## src/rtl/seq_ctrl_pkg.sv

```systemverilog
// Shared types and default sizes for the serial pattern detection controller.
//   state_t   : controller FSM states (IDLE, RUN, DONE)
//   seq_cfg_t : configuration captured on cfg_load while idle
// The config struct is sized by the SEQ_* defaults below; instantiate the
// controller with parameters equal to these defaults.
package seq_ctrl_pkg;

  localparam int SEQ_PAT_W = 8;
  localparam int SEQ_CNT_W = 8;
  localparam int SEQ_TMO_W = 16;
  localparam int SEQ_LEN_W = $clog2(SEQ_PAT_W + 1);

  typedef enum logic [1:0] {
    IDLE = 2'd0,
    RUN  = 2'd1,
    DONE = 2'd2
  } state_t;

  typedef struct packed {
    logic [SEQ_PAT_W-1:0] pattern;
    logic [SEQ_LEN_W-1:0] len;
    logic                 overlap;
    logic [SEQ_CNT_W-1:0] target;
    logic [SEQ_TMO_W-1:0] tmo;
  } seq_cfg_t;

endpackage

```

## src/rtl/seq_match_core.sv

```systemverilog
// Shift register, fill counter and length-masked compare for the detector.
//   clk, rst  : clock, synchronous active-high reset
//   clear     : empty the shift register and fill counter (run entry)
//   shift_en  : accept bit_in this cycle
//   bit_in    : serial data bit
//   pattern   : reference pattern, bit len-1 is the oldest bit
//   len       : active length (already clamped to PAT_W); 0 never matches
//   overlap   : 0 = restart filling after every match
//   match     : registered, high the cycle after the completing bit
module seq_match_core
  import seq_ctrl_pkg::*;
#(
  parameter int PAT_W = SEQ_PAT_W,
  parameter int LEN_W = $clog2(PAT_W + 1)
) (
  input  logic             clk,
  input  logic             rst,
  input  logic             clear,
  input  logic             shift_en,
  input  logic             bit_in,
  input  logic [PAT_W-1:0] pattern,
  input  logic [LEN_W-1:0] len,
  input  logic             overlap,
  output logic             match
);

  logic [PAT_W-1:0] sr_q, sr_d, sr_shift, mask;
  logic [LEN_W-1:0] fill_q, fill_d, fill_inc;
  logic             match_q, match_d, hit;

  // Only the newest len bits take part in the compare.
  for (genvar gi = 0; gi < PAT_W; gi++) begin : g_mask
    assign mask[gi] = (LEN_W'(gi) < len);
  end

  assign sr_shift = {sr_q[PAT_W-2:0], bit_in};
  assign fill_inc = (fill_q == LEN_W'(PAT_W)) ? fill_q : fill_q + LEN_W'(1);
  // Evaluated on the post-shift contents so the completing bit counts.
  assign hit = (len != '0) && (fill_inc >= len) &&
               (((sr_shift ^ pattern) & mask) == '0);

  always_comb begin
    sr_d    = sr_q;
    fill_d  = fill_q;
    match_d = 1'b0;
    if (clear) begin
      sr_d   = '0;
      fill_d = '0;
    end else if (shift_en) begin
      sr_d    = sr_shift;
      // Non-overlap: stale bits stay in sr but are ignored until refilled.
      fill_d  = (hit && !overlap) ? '0 : fill_inc;
      match_d = hit;
    end
  end

  always_ff @(posedge clk) begin
    if (rst) begin
      sr_q    <= '0;
      fill_q  <= '0;
      match_q <= 1'b0;
    end else begin
      sr_q    <= sr_d;
      fill_q  <= fill_d;
      match_q <= match_d;
    end
  end

  assign match = match_q;

endmodule

```

## src/rtl/seq_detect_ctrl.sv

```systemverilog
// Programmable serial pattern detection controller.
// Loads a pattern while idle, counts matches during a run armed by start,
// and reports completion (target reached or timeout) via valid/ready.
//   cfg_*        : configuration, captured on cfg_load in IDLE only
//   start/abort  : arm a run (IDLE) / cancel a run (RUN)
//   in_bit/valid : qualified serial stream
//   match_pulse  : one pulse per detected match
//   busy         : high while running
//   evt_valid/ready, evt_count, evt_timeout : completion event
// Optional feature macro: SEQ_TIMEOUT_EN adds a no-match timeout counter;
// without it evt_timeout is constant 0 and cfg_tmo is unused.
module seq_detect_ctrl
  import seq_ctrl_pkg::*;
#(
  parameter int PAT_W = SEQ_PAT_W,
  parameter int CNT_W = SEQ_CNT_W,
  parameter int TMO_W = SEQ_TMO_W
) (
  input  logic                       clk,
  input  logic                       rst,
  input  logic                       cfg_load,
  input  logic [PAT_W-1:0]           cfg_pattern,
  input  logic [$clog2(PAT_W+1)-1:0] cfg_len,
  input  logic                       cfg_overlap,
  input  logic [CNT_W-1:0]           cfg_target,
  input  logic [TMO_W-1:0]           cfg_tmo,
  input  logic                       start,
  input  logic                       abort,
  input  logic                       in_bit,
  input  logic                       in_valid,
  output logic                       match_pulse,
  output logic                       busy,
  output logic                       evt_valid,
  input  logic                       evt_ready,
  output logic [CNT_W-1:0]           evt_count,
  output logic                       evt_timeout
);

  localparam int LEN_W = $clog2(PAT_W + 1);

  state_t           state_q, state_d;
  seq_cfg_t         cfg_q, cfg_d;
  logic [CNT_W-1:0] count_q, count_d, count_inc;
  logic             tmo_flag_q, tmo_flag_d;
  logic             core_match, start_run, final_match, timeout_hit, shift_en;
  logic [LEN_W-1:0] len_clamped;

  assign start_run   = (state_q == IDLE) && start;
  assign count_inc   = (count_q == '1) ? count_q : count_q + CNT_W'(1);
  assign final_match = core_match && (cfg_q.target != '0) &&
                       (count_inc == cfg_q.target);
  assign len_clamped = (cfg_len > LEN_W'(PAT_W)) ? LEN_W'(PAT_W) : cfg_len;

`ifdef SEQ_TIMEOUT_EN
  logic [TMO_W-1:0] tmo_cnt_q, tmo_cnt_d, tmo_inc;

  assign tmo_inc = tmo_cnt_q + TMO_W'(1);
  // A match restarts the window, so a match cycle never times out.
  assign timeout_hit = (state_q == RUN) && !core_match &&
                       (cfg_q.tmo != '0) && (tmo_inc == cfg_q.tmo);

  always_comb begin
    tmo_cnt_d = tmo_cnt_q;
    if (start_run)             tmo_cnt_d = '0;
    else if (state_q == RUN)   tmo_cnt_d = core_match ? '0 : tmo_inc;
  end

  always_ff @(posedge clk) begin
    if (rst) tmo_cnt_q <= '0;
    else     tmo_cnt_q <= tmo_cnt_d;
  end
`else
  logic unused_tmo;
  assign unused_tmo  = ^cfg_q.tmo;
  assign timeout_hit = 1'b0;
`endif

  // State register.
  always_ff @(posedge clk) begin
    if (rst) state_q <= IDLE;
    else     state_q <= state_d;
  end

  // Next state: abort beats a final match, a final match beats a timeout.
  always_comb begin
    state_d = state_q;
    case (state_q)
      IDLE:    if (start) state_d = RUN;
      RUN: begin
        if (abort)            state_d = IDLE;
        else if (final_match) state_d = DONE;
        else if (timeout_hit) state_d = DONE;
      end
      DONE:    if (evt_ready) state_d = IDLE;
      default: state_d = IDLE;
    endcase
  end

  // Outputs.
  always_comb begin
    busy        = (state_q == RUN);
    evt_valid   = (state_q == DONE);
    evt_count   = count_q;
    evt_timeout = tmo_flag_q;
    match_pulse = core_match;
  end

  // Config capture, match count and timeout flag.
  always_comb begin
    cfg_d      = cfg_q;
    count_d    = count_q;
    tmo_flag_d = tmo_flag_q;
    if ((state_q == IDLE) && cfg_load) begin
      cfg_d.pattern = cfg_pattern;
      cfg_d.len     = len_clamped;
      cfg_d.overlap = cfg_overlap;
      cfg_d.target  = cfg_target;
      cfg_d.tmo     = cfg_tmo;
    end
    if (start_run) begin
      count_d    = '0;
      tmo_flag_d = 1'b0;
    end else if (state_q == RUN) begin
      if (core_match) count_d = count_inc;
      if (!abort && !final_match && timeout_hit) tmo_flag_d = 1'b1;
    end
  end

  always_ff @(posedge clk) begin
    if (rst) begin
      cfg_q      <= '{pattern: '0, len: '0, overlap: 1'b1, target: '0, tmo: '0};
      count_q    <= '0;
      tmo_flag_q <= 1'b0;
    end else begin
      cfg_q      <= cfg_d;
      count_q    <= count_d;
      tmo_flag_q <= tmo_flag_d;
    end
  end

  // Bits are only consumed while the run continues past this cycle, so no
  // stray match pulse can appear after leaving RUN.
  assign shift_en = (state_q == RUN) && in_valid && (state_d == RUN);

  seq_match_core #(
    .PAT_W (PAT_W),
    .LEN_W (LEN_W)
  ) u_core (
    .clk      (clk),
    .rst      (rst),
    .clear    (start_run),
    .shift_en (shift_en),
    .bit_in   (in_bit),
    .pattern  (cfg_q.pattern),
    .len      (cfg_q.len),
    .overlap  (cfg_q.overlap),
    .match    (core_match)
  );

endmodule

```

## config.mk

```make
export PLATFORM = sky130hd
export DESIGN_NAME = seq_detect_ctrl
export DESIGN_NICKNAME = d
export VERILOG_FILES = /design/src/rtl/seq_ctrl_pkg.sv /design/src/rtl/seq_match_core.sv /design/src/rtl/seq_detect_ctrl.sv
export SDC_FILE = /design/constraint.sdc
export NUM_CORES = 1
export LEC_CHECK = 0
export CORE_ASPECT_RATIO = 1.5
export CORE_MARGIN = 10
export CORE_UTILIZATION = 50
export DETAILED_ROUTE_END_ITERATION = 8
export GPL_TIMING_DRIVEN = 0
export HOLD_SLACK_MARGIN = 0.1
export PLACE_DENSITY = 0.8
export SLEW_MARGIN = 40
export SYNTH_ARGS = -nofsm -noshare
export SYNTH_HDL_FRONTEND = slang
export SYNTH_SLANG_ARGS = --single-unit
export TNS_END_PERCENT = 5
```

## constraint.sdc

```tcl
create_clock -name clk -period 7.9 [get_ports clk]
set_input_delay 1.58 -clock clk [delete_from_list [all_inputs] [get_ports clk]]
set_output_delay 1.58 -clock clk [all_outputs]
set_load 0.01 [all_outputs]
```

==> parameters.txt <==
Parameter                              Value

Clocking
  CTS H-Tree Depth ... 2
  Hold-fix buffers at CTS ... 0
  CTS clk-pin slew, worst paths ... approximately 80 ps
  Root Buffer ... sky130_fd_sc_hd__clkbuf_8
  Clock latency on the worst-skew pair ... a little over 300 ps
  Number of CTS-inserted buffers ... 5
  TritonCTS clock tree ... done
  # Post-CTS Setup Buffers ... 0
  Resized Gates After CTS ... 0
  Maximum count of clock buffers along a single path ... 2
  # clock sinks ... 43

Yosys
  Post-synth EDFFs ... 0
  Netlist area before placement ... roughly 2500 µm²
  Share of synthesized area occupied by flip-flops and latches ... around a third
  Register bit total from synthesis ... 43
  Dominant register cell in the synthesized netlist ... sky130_fd_sc_hd__dfxtp_1
  Syn Nets ... 366
  Share of async-settable or async-resettable flops after synthesis ... 0%
  Warning count from the yosys run ... 0
  Post-Synthesis Mean Instance Area ... approximately 8 µm²
  Synth Instances ... ~310
  Count of unique library cells instantiated by Yosys ... 54

Finish
  Total area of sequential cells ... 861 µm²
  Commonest cells after routing, fill and taps aside ... sky130_fd_sc_hd__nand2_1, sky130_fd_sc_hd__dfxtp_1, sky130_fd_sc_hd__clkdlybuf4s50_1
  Commonest non-fill, non-tap cell in the layout ... sky130_fd_sc_hd__nand2_1
  Area of combinational cells with multiple inputs ... 1480 µm²
  Number of inserted filler cells in the final layout ... roughly 460
  Share of cells above drive strength 1 ... 10.6%
  Area delta synth->final ... 22.1%
  NumNets Final ... 411
  Number of antenna repair diodes ... 0
  Fraction of the core area covered by cells at the end of the flow ... between 60% and 70%

Routing
  Average wire length per cell after detail routing ... between 10 and 15 µm
  DRT antenna net count ... 0
  Initial detailed-routing violation count ... between 150 and 200
  Number of search-and-repair iterations in the first detailed-routing pass ... 4
  Wire length reported by the detailed router ... ~6.3 mm
  Via total after detailed routing ... between 2000 and 2500
  DRC violation count after routing ... 0
  Via density per instance ... between 5 and 6

STA
  Headroom to the max-slew limit ... between 50 and 60%
  Transition time at the pin with the least slew margin ... slightly below 700 ps
  Timing-limited maximum frequency ... between 0.2 and 0.3 GHz
  Shortest period the worst path allows ... about 3700 ps
  Number of endpoints with negative hold slack in the final report ... 0
  Total negative slack ... 0 ps
  Setup repair after global routing missed its margin ... false
  Slew Limit Fails ... 0
  Final clock skew ... around 12 ps
  Minimum hold slack ... about 470 ps
  Setup slack of the critical path after layout ... between 4000 and 5000 ps
  Final critical-path share of the clock period ... between 40% and 50%
  # setup viols final ... 0

Floorplan
  Core Region ... about 4800 µm²
  IO Pins ... between 50 and 60
  Site Rows ... 31
  Die area ... a little over 8000 µm²
  Die Width ... between 70 and 80 µm
  Chip height ... about 110 µm
  Starting Density ... 51.6%

Worst setup path
  Category of the critical setup timing path ... input port to flop
  Worst Setup Start Kind ... input port
  CP max FO ... 5
  Slack of the worst reg-to-reg path ... between 4000 and 5000 ps
  Critical Path Start ... in_bit
  Critical path capture point type ... flop
  Worst Path Arrival ... 3880 ps
  Launching point of the worst reg2reg path ... u_core.fill_q[0]
  Depth of the most critical reg-to-reg path ... 13
  Capture point of the critical path ... u_core.fill_q[0]
  Worst flop-to-flop path endpoint ... u_core.fill_q[0]
  Required time of the critical path ... 8100 ps

Pwr
  Worst VDD drop ... ~0.00013 V
  Leakage power summed over all cells ... ~1.1 nW
  Pwr Total ... roughly 0.00043 W
  Total power per unit cell area ... around 140 nW/µm²

Min path
  Hold WC Path Type ... flop to flop

Flow run
  Max-cap violations ... 0

Placement
  GPL Wtd Cong ... about 0.92
  Port Buffers ... 38
  DP Worst Slack ... approximately 3900 ps
  Final HPWL from detailed placement ... around 5.0 mm

GRT
  Via count of the first global-routing pass ... between 2000 and 2500
  Pin count of the biggest net entering global routing ... 15
  Wire length of the first global-routing pass ... ~11 mm
  Global-route total usage across every layer ... 15.8%
  Sum of overflow across all layers after global routing ... 0
  Initial antenna violation count ... 0

Outcome
  Run status ... completed
kinds of logic after synthesis:
logic type               share of synthesized area [%]
buffers and inverters                             6.40
XOR/XNOR                                          6.65
AO/OA/AOI/OAI                                     18.6
AND/OR/NAND/NOR                                   29.1
other                                            0.150
adder cells (fa/ha/maj)                           3.50
multiplexers                                      1.25
flip-flops                                        34.4
synth_stat cells (2+ instances only):
library cell | instances | share of area (%)
sky130_fd_sc_hd__nand2_1 | 66 | 9.9
sky130_fd_sc_hd__dfxtp_1 | 43 | 34
sky130_fd_sc_hd__a21oi_1 | 28 | 5.6
sky130_fd_sc_hd__nor2_1 | 20 | 3.0
sky130_fd_sc_hd__xnor2_1 | 15 | 5.3
sky130_fd_sc_hd__nand3_1 | 12 | 2.4
sky130_fd_sc_hd__inv_1 | 11 | 1.7
sky130_fd_sc_hd__nor3_1 | 9 | 1.8
sky130_fd_sc_hd__clkbuf_1 | 8 | 1.2
sky130_fd_sc_hd__nand3_2 | 8 | 3.2
sky130_fd_sc_hd__buf_4 | 7 | 2.1
sky130_fd_sc_hd__ha_1 | 7 | 3.5
sky130_fd_sc_hd__o21ai_2 | 7 | 2.5
sky130_fd_sc_hd__nand3b_1 | 6 | 1.8
sky130_fd_sc_hd__or4_1 | 5 | 1.5
sky130_fd_sc_hd__and2_1 | 4 | 1.0
sky130_fd_sc_hd__o21ai_0 | 4 | 0.80
sky130_fd_sc_hd__xor2_1 | 4 | 1.4
sky130_fd_sc_hd__a31oi_1 | 3 | 0.75
sky130_fd_sc_hd__nand2b_1 | 3 | 0.75
sky130_fd_sc_hd__o31ai_1 | 3 | 0.90
sky130_fd_sc_hd__a211o_1 | 2 | 0.70
sky130_fd_sc_hd__a21o_1 | 2 | 0.60
sky130_fd_sc_hd__and3_1 | 2 | 0.50
sky130_fd_sc_hd__buf_2 | 2 | 0.40
sky130_fd_sc_hd__buf_6 | 2 | 0.90
sky130_fd_sc_hd__mux2i_1 | 2 | 0.80
sky130_fd_sc_hd__nand4_1 | 2 | 0.50
sky130_fd_sc_hd__nor4b_1 | 2 | 0.70
report_power, final:
group / internal, W / total [W] / switching (W)
sequential: 0.000223 / 0.000230 / 0.00000707
clock: 0.0000616 / 0.000142 / 0.0000808
combinational: 0.0000294 / 0.0000590 / 0.0000295
total: 0.000314 / 0.000432 / 0.000117
metrics by stage:
step	cell area, µm²	std cells
5_1_grt	3050	426
3_3_place_gp	2960	418
6_report	3050	426
4_1_cts	3050	426
3_5_place_dp	2960	418
2_1_floorplan	2500	314
worst min path at each step:
stage                          from   endpoint  slack, ps  cells past startpoint
after floorplan           cfg_q[24]  cfg_q[24]        440                      2
after global placement    cfg_q[36]  cfg_q[36]        460                      2
after detailed placement  cfg_q[32]  cfg_q[32]        470                      2
after CTS                 cfg_q[32]  cfg_q[32]        480                      2
after global routing      cfg_q[30]  cfg_q[30]        500                      2
final                     cfg_q[32]  cfg_q[32]        470                      2
area by class of cell:
cell class | instances | area share [%]
multi-input combinational | 240 | 48.5
sequential | 43 | 28.2
timing repair buffer | 38 | 12.5
buffer | 20 | 3.89
tap | 66 | 2.70
clock buffer | 5 | 2.25
inverter | 11 | 1.35
clock inverter | 3 | 0.656
flip-flops by register name (all words and copies together) (netlist names):
signal         flops
cfg_q             21
u_core.match       1
u_core.fill_q      4
u_core.sr_q        7
evt_count          8
state_q            2
per-layer routing:
metal / GRT usage, % / vias up / share of wire [%]
li1: - / 1180 / -
met2: 28.3 / 68 / 51
met1: 16.1 / 1065 / 38
met4: 8.90 / 0 / 4.5
met3: 4.18 / 23 / 6.1
met5: 0 / - / 0
worst max-delay path, cell delays in order:
cell and delay (ps):
sky130_fd_sc_hd__clkdlybuf4s50_1 510, sky130_fd_sc_hd__xnor2_1 120, sky130_fd_sc_hd__o21ai_0 90, sky130_fd_sc_hd__or4_1 400
sky130_fd_sc_hd__a211o_1 250, sky130_fd_sc_hd__nor3_1 540, sky130_fd_sc_hd__o21bai_1 120, sky130_fd_sc_hd__a32o_1 280
No activity file was read; power rests on OpenSTA's default activity.
